**config.mk**
```make
export PLATFORM = sky130hd
export DESIGN_NAME = apb_master_bridge
export DESIGN_NICKNAME = d
export VERILOG_FILES = /design/src/rtl/apb_pkg.sv /design/src/rtl/apb_wait_timer.sv /design/src/rtl/apb_master_bridge.sv
export SDC_FILE = /design/constraint.sdc
export NUM_CORES = 1
export LEC_CHECK = 0
export CORE_ASPECT_RATIO = 1.2
export CORE_UTILIZATION = 41
export CTS_CLUSTER_DIAMETER = 40
export DETAILED_ROUTE_END_ITERATION = 8
export PLACE_DENSITY = 0.9
export SLEW_MARGIN = 20
export SYNTH_ARGS = -nofsm -noshare
export SYNTH_HDL_FRONTEND = slang
export SYNTH_SLANG_ARGS = --single-unit
```
**constraint.sdc**
```tcl
create_clock -name iPCLK -period 2.2 [get_ports iPCLK]
set_input_delay 0.44 -clock iPCLK [delete_from_list [all_inputs] [get_ports iPCLK]]
set_output_delay 0.44 -clock iPCLK [all_outputs]
set_load 0.01 [all_outputs]
```
**src/rtl/apb_pkg.sv**
```systemverilog
// Shared APB definitions: bridge FSM state encoding and default bus widths.
// Latency: none, declarations only.
// Backpressure: not applicable.
package apb_pkg;

    // Default geometry, shared with APB responders on the same bus
    localparam int APB_ADDR_WIDTH     = 32;
    localparam int APB_DATA_WIDTH     = 32;
    localparam int APB_TIMEOUT_CYCLES = 16;

    // Bridge transfer phases
    typedef enum logic [1:0] {
        ST_IDLE   = 2'd0,
        ST_SETUP  = 2'd1,
        ST_ACCESS = 2'd2,
        ST_RESP   = 2'd3
    } apb_state_t;

endpackage

```
**src/rtl/apb_wait_timer.sv**
```systemverilog
// Saturating wait-state counter; flags expiry once TIMEOUT_CYCLES waits have been counted.
// Latency: count updates one cycle after i_en; o_expired is combinational from the count.
// Backpressure: none; TIMEOUT_CYCLES = 0 keeps o_expired low forever.
module apb_wait_timer
    import apb_pkg::*;
#(
    parameter int TIMEOUT_CYCLES = APB_TIMEOUT_CYCLES
) (
    input  logic i_clk,
    input  logic i_rst_n,
    input  logic i_clr,
    input  logic i_en,
    output logic o_expired
);

    // A zero limit still needs a one-bit counter so the logic stays well formed
    localparam int              CW    = (TIMEOUT_CYCLES > 0) ? $clog2(TIMEOUT_CYCLES + 1) : 1;
    localparam logic [CW-1:0]   LIMIT = CW'(TIMEOUT_CYCLES);

    logic [CW-1:0] r_count;

    // Count enabled cycles, holding at the limit instead of wrapping
    always_ff @(posedge i_clk or negedge i_rst_n) begin
        if (!i_rst_n) begin
            r_count <= '0;
        end else if (i_clr) begin
            r_count <= '0;
        end else if (i_en && (r_count != LIMIT)) begin
            r_count <= r_count + CW'(1);
        end
    end

    assign o_expired = (TIMEOUT_CYCLES != 0) && (r_count == LIMIT);

endmodule

```
**src/rtl/apb_master_bridge.sv**
```systemverilog
// Converts valid/ready commands into single APB3 transfers and returns status on a response channel.
// Latency: accept -> SETUP -> ACCESS (+1 per PREADY wait) -> response; 4 cycles per zero-wait transfer.
// Backpressure: one transfer in flight; oCMD_READY stays low until the response is consumed.
module apb_master_bridge
    import apb_pkg::*;
#(
    parameter int ADDR_WIDTH     = APB_ADDR_WIDTH,
    parameter int DATA_WIDTH     = APB_DATA_WIDTH,
    parameter int TIMEOUT_CYCLES = APB_TIMEOUT_CYCLES
) (
    input  logic                  iPCLK,
    input  logic                  iPRESETn,
    input  logic                  iCMD_VALID,
    output logic                  oCMD_READY,
    input  logic                  iCMD_WRITE,
    input  logic [ADDR_WIDTH-1:0] iCMD_ADDR,
    input  logic [DATA_WIDTH-1:0] iCMD_WDATA,
    output logic                  oRSP_VALID,
    input  logic                  iRSP_READY,
    output logic [DATA_WIDTH-1:0] oRSP_RDATA,
    output logic                  oRSP_ERR,
    output logic                  oRSP_TIMEOUT,
    output logic                  oPSEL,
    output logic                  oPENABLE,
    output logic                  oPWRITE,
    output logic [ADDR_WIDTH-1:0] oPADDR,
    output logic [DATA_WIDTH-1:0] oPWDATA,
    input  logic [DATA_WIDTH-1:0] iPRDATA,
    input  logic                  iPREADY,
    input  logic                  iPSLVERR
);

    apb_state_t            r_state;
    logic                  r_cmd_ready;
    logic                  r_psel;
    logic                  r_penable;
    logic                  r_pwrite;
    logic [ADDR_WIDTH-1:0] r_paddr;
    logic [DATA_WIDTH-1:0] r_pwdata;
    logic                  r_rsp_vld;
    logic [DATA_WIDTH-1:0] r_rsp_rdata;
    logic                  r_rsp_err;
    logic                  r_rsp_timeout;

    logic                  w_tmr_clr;
    logic                  w_tmr_en;
    logic                  w_tmr_expired;

    // Counter is zeroed in SETUP and counts ACCESS cycles that see PREADY low.
    // Expiry is only acted on in a cycle where PREADY is still low, so a slave
    // completing on the limit cycle is treated as a normal completion.
    assign w_tmr_clr = (r_state == ST_SETUP);
    assign w_tmr_en  = (r_state == ST_ACCESS) && !iPREADY;

    apb_wait_timer #(
        .TIMEOUT_CYCLES (TIMEOUT_CYCLES)
    ) u_wait_timer (
        .i_clk     (iPCLK),
        .i_rst_n   (iPRESETn),
        .i_clr     (w_tmr_clr),
        .i_en      (w_tmr_en),
        .o_expired (w_tmr_expired)
    );

    // Transfer sequencer; every output is a register so APB controls are glitch free
    always_ff @(posedge iPCLK or negedge iPRESETn) begin
        if (!iPRESETn) begin
            r_state       <= ST_IDLE;
            r_cmd_ready   <= 1'b0;
            r_psel        <= 1'b0;
            r_penable     <= 1'b0;
            r_pwrite      <= 1'b0;
            r_paddr       <= '0;
            r_pwdata      <= '0;
            r_rsp_vld     <= 1'b0;
            r_rsp_rdata   <= '0;
            r_rsp_err     <= 1'b0;
            r_rsp_timeout <= 1'b0;
        end else begin
            case (r_state)
                ST_IDLE: begin
                    if (r_cmd_ready && iCMD_VALID) begin
                        r_pwrite    <= iCMD_WRITE;
                        r_paddr     <= iCMD_ADDR;
                        r_pwdata    <= iCMD_WDATA;
                        r_psel      <= 1'b1;
                        r_cmd_ready <= 1'b0;
                        r_state     <= ST_SETUP;
                    end else begin
                        r_cmd_ready <= 1'b1;
                    end
                end
                ST_SETUP: begin
                    r_penable <= 1'b1;
                    r_state   <= ST_ACCESS;
                end
                ST_ACCESS: begin
                    if (iPREADY) begin
                        r_rsp_rdata   <= r_pwrite ? '0 : iPRDATA;
                        r_rsp_err     <= iPSLVERR;
                        r_rsp_timeout <= 1'b0;
                        r_psel        <= 1'b0;
                        r_penable     <= 1'b0;
                        r_rsp_vld     <= 1'b1;
                        r_state       <= ST_RESP;
                    end else if (w_tmr_expired) begin
                        r_rsp_rdata   <= '0;
                        r_rsp_err     <= 1'b1;
                        r_rsp_timeout <= 1'b1;
                        r_psel        <= 1'b0;
                        r_penable     <= 1'b0;
                        r_rsp_vld     <= 1'b1;
                        r_state       <= ST_RESP;
                    end
                end
                ST_RESP: begin
                    if (iRSP_READY) begin
                        r_rsp_vld   <= 1'b0;
                        r_cmd_ready <= 1'b1;
                        r_state     <= ST_IDLE;
                    end
                end
                default: begin
                    r_state <= ST_IDLE;
                end
            endcase
        end
    end

    assign oCMD_READY   = r_cmd_ready;
    assign oPSEL        = r_psel;
    assign oPENABLE     = r_penable;
    assign oPWRITE      = r_pwrite;
    assign oPADDR       = r_paddr;
    assign oPWDATA      = r_pwdata;
    assign oRSP_VALID   = r_rsp_vld;
    assign oRSP_RDATA   = r_rsp_rdata;
    assign oRSP_ERR     = r_rsp_err;
    assign oRSP_TIMEOUT = r_rsp_timeout;

endmodule

```
### After elaboration in Yosys (flattened, before gate mapping)

Index checks and enable logic that the tools add are counted.

| word-level totals | value |
|---|---|
| logic and storage cells | 63 |
| register bits | 110 |
| input port bits | 103 |
| output and inout port bits | 103 |

| operators by class | value |
|---|---|
| add/sub/neg operators | 1 |
| equality and inequality tests | 8 |
| multiplexer cells | 24 |
| reductions and logical operators | 18 |

Operator list:

| cell | count |
|---|---|
| $mux 32 | 3 |
| $reduce_bool 2->1 | 6 |
| $mux 1 | 10 |
| $mux 5 | 2 |
| $reduce_and 3->1 | 3 |
| $mux 2 | 4 |
| $pmux 1 s2 | 4 |
| $pmux 2 s4 | 1 |
| $reduce_and 2->1 | 4 |
| $add 5x1->5 const B | 1 |
| $eq 5x5->1 const B | 1 |
| $ne 5x5->1 const B | 1 |
| $eq 2x2->1 const B | 2 |
| $ne 2x2->1 const B | 2 |
| $logic_and 1x1->1 | 3 |
| $ne 3x2->1 const B | 1 |
| $eq 2x1->1 const B | 1 |
| $logic_not 2->1 | 1 |
| $logic_not 1->1 | 1 |

### Depth between registers and ports, before layout

Gate-level depths: netlist (run 1).

| logic depth | value |
|---|---|
| depth in word-level cells | 5 |
| mapped depth | 7 |
| gate-level depth less buffers | 5 |

### By module

Synthesis (run 1) repeated with hierarchy kept, for this count alone.

| second synthesis, totals | value |
|---|---|
| cells, all modules | 348 |
| area, all modules | 4,511.8 µm² |

By module, submodules not included:

| module | sequential area each (µm²) | area an instance (µm²) | cells each | instances |
|---|---|---|---|---|
| apb_master_bridge | 2,627.5 | 4,231.6 | 321 | 1 |
| apb_wait_timer | 125.1 | 280.3 | 27 | 1 |

### Least setup slack after synthesis (run 1)

Ideal clock, no wire load.

| timing path | value |
|---|---|
| kind | flip-flop to flip-flop |
| start | reg r_state[0] |
| end | reg r_state[1] |
| buffers on the path | 1 |
| clock period less this slack | 1,656 ps |
| arrival time | 1,528 ps |
| required time | 2,073 ps |
| cell stages (with the launch flop) | 7 |
| library setup time | 127 ps |
| path slack | 544 ps |
| cell sequence | dfrtp_1 inv_1 ha_1 buf_2 nor2b_4 a221o_1 mux2_1 |

| between the ends | value |
|---|---|
| longest elaborated chain between the ends | 3 |
| elaborated cells between the ends (all ways) | 9 |
| classes of those cells | eq/ne: 6; mux: 1; reduce/logical: 2 |

RTL lines:

| item | line | source |
|---|---|---|
| start: declaration | apb_master_bridge.sv:33 | `apb_state_t r_state;` |
| start signal: assignment | apb_master_bridge.sv:68 | `r_state <= ST_IDLE;` |
| start signal: assignment | apb_master_bridge.sv:88 | `r_state <= ST_SETUP;` |
| start signal: assignment | apb_master_bridge.sv:95 | `r_state <= ST_ACCESS;` |
| $eq 2x2->1 / $logic_not 2->1 (equally long branches) | apb_master_bridge.sv:80 | `case (r_state)` |
| $ne 3x2->1 (no source line) / $ne 2x2->1 (equally long branches) | -- |  |
| $reduce_and 3->1 (no source line) | -- |  |

Parallel ways exist; a longest one is shown, timed or not.
A chain may end at the register's enable or synchronous reset.

### Final worst setup path (run 1)

Same ends and word-level chain as after synthesis.

==> results.sh, run 1 <==
export IMPL_power_switching_mw=2.842
export IMPL_grt_pass1_vias=3280
export IMPL_clk_pin_slew_ns=0.07
export IMPL_tightestPinTransition_ns=0.4186
export IMPL_power_density_cell_area_nw_per_um2=1353
export IMPL_fin_hold_ws_ns=0.02755
export IMPL_grt_antenna_before_repair=0
export IMPL_grt_total_usage_pct=20.39
export IMPL_relSlewSlack_pct=71.37
export IMPL_core_area_um2=10060
export IMPL_fin_crit_ns=1.792
export IMPL_clk_latency_ns=0.35
export IMPL_mostFrequentLayoutCells="204 x clkdlybuf4s50_1, 110 x dfrtp_1, 68 x mux2_2"
export IMPL_p_sw_share_pct=31.06
export IMPL_peakVddDrop_v=0.0006562
export IMPL_setup_viol=0
export IMPL_syn_to_final_growth_pct=58.63
export IMPL_clock_sinks=110
export IMPL_place_congestion=0.7825
export IMPL_fmax_ghz=0.5582
export IMPL_cts_hold_buf=0
export IMPL_cts_resized=0
export IMPL_p_leak_nw=2.921
export IMPL_place_ws_ns=0.2766
export IMPL_cp_data_arrival_time_ns=2.02
export IMPL_post_dp_hpwl_um=8115
export IMPL_async_flop_share_pct=100.0
export IMPL_seqPwrFrac_pct=37.5
export IMPL_critPathMaxFanout=8
export IMPL_cts_tree="done"
export IMPL_synthFlopType="dfrtp_1"
export IMPL_grt_pass1_wl_um=16480
export IMPL_die_area_um2=10810
export IMPL_finalHoldViolCount=0
export IMPL_drt_total_wl_um=10840
export IMPL_dp_cells=604
export IMPL_fin_util_pct=67.24
export IMPL_r2r_setup_slack_ns=0.41
export IMPL_placed_cell_area_um2=6484
export IMPL_cap_violations=0
export IMPL_antenna_cells=0
export IMPL_finalInstanceArea_um2=6764
export IMPL_synth_top_area_share_pct=64.55
export IMPL_ys_ff_latch=110
export IMPL_gr_total_overflow=0
export IMPL_cp_end_kind="flop"
export IMPL_rsz0062_at_grt="no"
export IMPL_mappedNetlistNets=391
export IMPL_routed_via_density=5.123
export IMPL_drcViolationCount=0
export IMPL_fin_skew_ns=0.01404
export IMPL_io_pins=206
export IMPL_yosysWarnings=0
export IMPL_syn_area_per_cell_um2=15.17
export IMPL_wire_per_inst_um=17.49
export IMPL_drive_above_1_share_pct=19.43
export IMPL_syn_area_um2=4264
export IMPL_fp_dieH_um=113.7
export IMPL_h_tree_depth=3
export IMPL_die_w_um=95.10
export IMPL_cp_required_ns=2.42
export IMPL_p_int_mw=6.308
export IMPL_cts_setup_buffers=0
export IMPL_setup_tns_ns=0
export IMPL_yosysSeqAreaShare_pct=64.55
export IMPL_hold_path_class="in2async"
export IMPL_grt_max_degree=65
export IMPL_finalNetCount=599
export IMPL_synthCells=281
export IMPL_rows=40
export IMPL_synth_edf_count=0
export IMPL_root_buffer="clkbuf_16"
export IMPL_synth_distinct_cells=25
export IMPL_layout_cells_non_filler=620
export IMPL_dr_pass1_iters=4
export IMPL_cts_made_buffers=9
export IMPL_vias=3176
export IMPL_post_route_period_util_pct=81.44
export IMPL_status="completed"
export IMPL_drt_iter0_drc=106
export IMPL_start_util_pct=42.39
export IMPL_io_buffers=205
export IMPL_fill_cells=698
export IMPL_ys_top_cells_by_area="dfrtp_1 65%, mux2_2 18%, a22o_1 7.0%"
export IMPL_final_common_cell="clkdlybuf4s50_1"
export IMPL_cts_buffer_depth=2
export IMPL_clkPwrFrac_pct=16.8
export IMPL_antenna_left=0
export IMPL_power_frac_comb_pct=45.7
export IMPL_setup_ws_ns=0.4084
export IMPL_yosysTopAreaCell="dfrtp_1"
export IMPL_drv_slew=0
export IMPL_worstSetupPathType="reg2reg"
export IMPL_p_total_mw=9.151
export IMPL_startpoint_type="flop"
-- routing by layer --
metal	up-vias	global-route usage, %	wire length, um
met5	-	0	0
met4	0	10.71	411
met3	31	5.733	753
met2	140	35.71	5688
met1	1567	21.96	3990
li1	1438	-	-
-- layout make-up --
class	instances	area (um^2)	share of cell area (%)
Inverter	8	30.03	0.4440
Clock buffer	9	225.2	3.330
Sequential cell	110	2753	40.70
Clock inverter	7	55.05	0.8139
Tap cell	126	157.7	2.331
Multi-Input combinational cell	149	1411	20.87
Timing Repair Buffer	211	2132	31.52
-- registers in the layout (all words and copies together), names as in the netlist --
name	count
oCMD_READY	1
u_wait_timer.r_count	5
oRSP_ERR	1
r_state	2
oPENABLE	1
oPSEL	1
oPWDATA	32
oRSP_TIMEOUT	1
oRSP_RDATA	32
oPWRITE	1
oPADDR	32
oRSP_VALID	1
-- Yosys cell counts, types with 2 or more instances --
| library cell | instances |
|---|---|
| dfrtp_1 | 110 |
| mux2_2 | 68 |
| a22o_1 | 34 |
| buf_2 | 11 |
| inv_1 | 8 |
| o21ai_0 | 8 |
| a21oi_1 | 7 |
| ha_1 | 7 |
| nor2_1 | 4 |
| buf_4 | 3 |
| nand3_1 | 3 |
| nor2b_1 | 3 |
| nand2_1 | 2 |
| nand4_1 | 2 |
-- worst max-delay path, cell delays in order, from the launching register on --
cell and delay (ns):
dfrtp_1 0.40, inv_1 0.13, ha_1 0.34, nor2b_4 0.27, a221o_1 0.20, mux2_1 0.33
-- power groups by stage --
stage | combinational [mW] | sequential, mW | clock [mW]
CTS | 4.23 | 3.44 | 1.57
global route | 4.47 | 3.54 | 1.65
global placement | 4.08 | 3.41 | 0
detailed placement | 4.20 | 3.48 | 0
finish | 4.18 | 3.43 | 1.53
floorplan | 1.43 | 3.84 | 0
-- final timing paths --
path / cells past startpoint / startpoint / endpoint
setup / recovery: 5 / r_state[0] / r_state[1]
hold / removal: 1 / iPRESETn / oPWDATA[1]
setup reg to reg: 5 / r_state[0] / r_state[1]
hold reg to reg: 1 / oRSP_RDATA[8] / oRSP_RDATA[8]
max in group asynchronous: 2 / iPRESETn / u_wait_timer.r_count[2]
min in group iPCLK: 1 / oRSP_RDATA[8] / oRSP_RDATA[8]
-- logic make-up (layout without fill, tap and decap cells) --
kind of cell	count (synthesis)	in the layout	share of synthesized area [%]
AOI/OAI and AO/OA	53	53	9.595
and+or+nand+nor	20	20	3.052
DFF	110	110	64.55
adders and majority gates	7	7	2.054
muxes	69	69	18.22
buffers and inverters	22	235	2.523
Note: power is estimated with default switching activity, not from simulation.
==> inputs of run 2 (changes only) <==
==> constraint.sdc (replaced) <==
create_clock -name iPCLK -period 1.8 [get_ports iPCLK]
set_input_delay 0.36 -clock iPCLK [delete_from_list [all_inputs] [get_ports iPCLK]]
set_output_delay 0.36 -clock iPCLK [all_outputs]
set_load 0.01 [all_outputs]
==> results.sh, run 2 (synthesized netlist as in run 1, its figures left out) <==
export IMPL_start_util_pct=42.39
export IMPL_io_buffers=205
export IMPL_dr_pass1_iters=4
export IMPL_cts_made_buffers=9
export IMPL_grt_antenna_before_repair=0
export IMPL_met2_length_um=5893
export IMPL_vias=3240
export IMPL_grt_total_usage_pct=21.25
export IMPL_place_congestion=0.8119
export IMPL_rsz0062_at_grt="no"
export IMPL_finalHoldViolCount=0
export IMPL_post_dp_hpwl_um=8496
export IMPL_grt_max_degree=50
export IMPL_die_area_um2=10810
export IMPL_setup_tns_ns=0
export IMPL_grt_pass1_wl_um=17250
export IMPL_mostFrequentLayoutCells="204 x clkdlybuf4s50_1, 110 x dfrtp_1, 68 x mux2_2"
export IMPL_critPathMaxFanout=4
export IMPL_fin_skew_ns=0.007139
export IMPL_startpoint_type="flop"
export IMPL_rows=40
export IMPL_die_w_um=95.10
export IMPL_setup_viol=0
export IMPL_drt_iter0_drc=123
export IMPL_seq_area_um2=2753
export IMPL_drv_slew=0
export IMPL_met3_length_um=840
export IMPL_cts_hold_buf=1
export IMPL_cts_tree="done"
export IMPL_tightestPinTransition_ns=0.4667
export IMPL_post_route_period_util_pct=94.65
export IMPL_wire_per_inst_um=17.86
export IMPL_cp_end_kind="flop"
export IMPL_p_leak_nw=2.993
export IMPL_cts_setup_buffers=0
export IMPL_place_ws_ns=0.002669
export IMPL_setup_ws_ns=0.09637
export IMPL_wl_met1_um=4136
export IMPL_power_density_cell_area_nw_per_um2=1653
export IMPL_h_tree_depth=3
export IMPL_finalNetCount=611
export IMPL_gr_total_overflow=0
export IMPL_fmax_ghz=0.5870
export IMPL_final_common_cell="clkdlybuf4s50_1"
export IMPL_cts_buffer_depth=2
export IMPL_routed_via_density=5.127
export IMPL_top_layer_used="met4"
export IMPL_hold_path_class="in2async"
export IMPL_io_pins=206
export IMPL_finalInstanceArea_um2=6895
export IMPL_cp_data_arrival_time_ns=1.93
export IMPL_syn_to_final_growth_pct=61.71
export IMPL_relSlewSlack_pct=68.08
export IMPL_fill_cells=705
export IMPL_multi_input_area_um2=1411
export IMPL_worstSetupPathType="reg2reg"
export IMPL_clk_pin_slew_ns=0.08
export IMPL_drt_total_wl_um=11290
export IMPL_layout_cells_non_filler=632
export IMPL_dp_cells=615
export IMPL_clk_latency_ns=0.35
export IMPL_root_buffer="clkbuf_16"
export IMPL_fp_dieH_um=113.7
export IMPL_core_area_um2=10060
export IMPL_clock_sinks=110
export IMPL_placed_cell_area_um2=6591
export IMPL_status="completed"
export IMPL_grt_pass1_vias=3410
export IMPL_antenna_cells=0
export IMPL_fin_crit_ns=1.704
export IMPL_drcViolationCount=0
export IMPL_antenna_left=0
export IMPL_cts_resized=0
export IMPL_cp_required_ns=2.03
export IMPL_cap_violations=0
export IMPL_drive_above_1_share_pct=21.15
export IMPL_peakVddDrop_v=0.0008626
run 2: worst max-delay path: stages (launching register included):
cell and delay (ns):
dfrtp_1 0.42, inv_1 0.10, ha_1 0.17, nand4bb_1 0.21
a221o_1 0.37, mux2_1 0.32
run 2: path summary, 6_finish.rpt:
| check | from | to | slack [ns] | depth (start not counted) |
|---|---|---|---|---|
| min in group iPCLK | oRSP_RDATA[16] | oRSP_RDATA[16] | 0.50 | 1 |
| max | u_wait_timer.r_count[0] | r_state[1] | 0.1 | 5 |
| max reg2reg | u_wait_timer.r_count[0] | r_state[1] | 0.1 | 5 |
| min | iPRESETn | oPADDR[8] | 0.41 | 2 |
| max in group asynchronous | iPRESETn | oRSP_RDATA[26] | 0.86 | 3 |
| min reg2reg | oRSP_RDATA[16] | oRSP_RDATA[16] | 0.50 | 1 |
run 2: per-stage QoR:
stage | hold WS (ns) | util (%) | power, mW
6_report | 0.4140 | 68.54 | 11.40
5_1_grt | 0.4317 | 68.54 | 12.02
4_1_cts | 0.4164 | 68.54 | 11.49
3_5_place_dp | 0.2393 | 65.52 | 9.515
3_3_place_gp | 0.2362 | 65.52 | 9.255
2_1_floorplan | 0.06441 | - | 6.443
run 2: final cells by class:
cell class,instances,share of cell area (%)
Clock buffer,10,3.466
Clock inverter,6,0.7984
Inverter,8,0.4355
Multi-Input combinational cell,149,20.47
Sequential cell,110,39.92
Tap cell,126,2.286
Timing Repair Buffer,223,32.63
run 2: power by group:
group	leakage, nW	internal (mW)	switching (mW)	total (mW)
combinational	1.50	3.24	1.99	5.24
clock	0.139	1.00	0.940	1.94
sequential	1.35	3.60	0.621	4.22
total	2.99	7.84	3.55	11.4
run 2: metal layers:
| metal | global-route usage, % | up-vias |
|---|---|---|
| li1 | - | 1459 |
| met1 | 22.91 | 1593 |
| met2 | 37.71 | 152 |
| met3 | 5.867 | 36 |
| met4 | 10.20 | 0 |
| met5 | 0 | - |
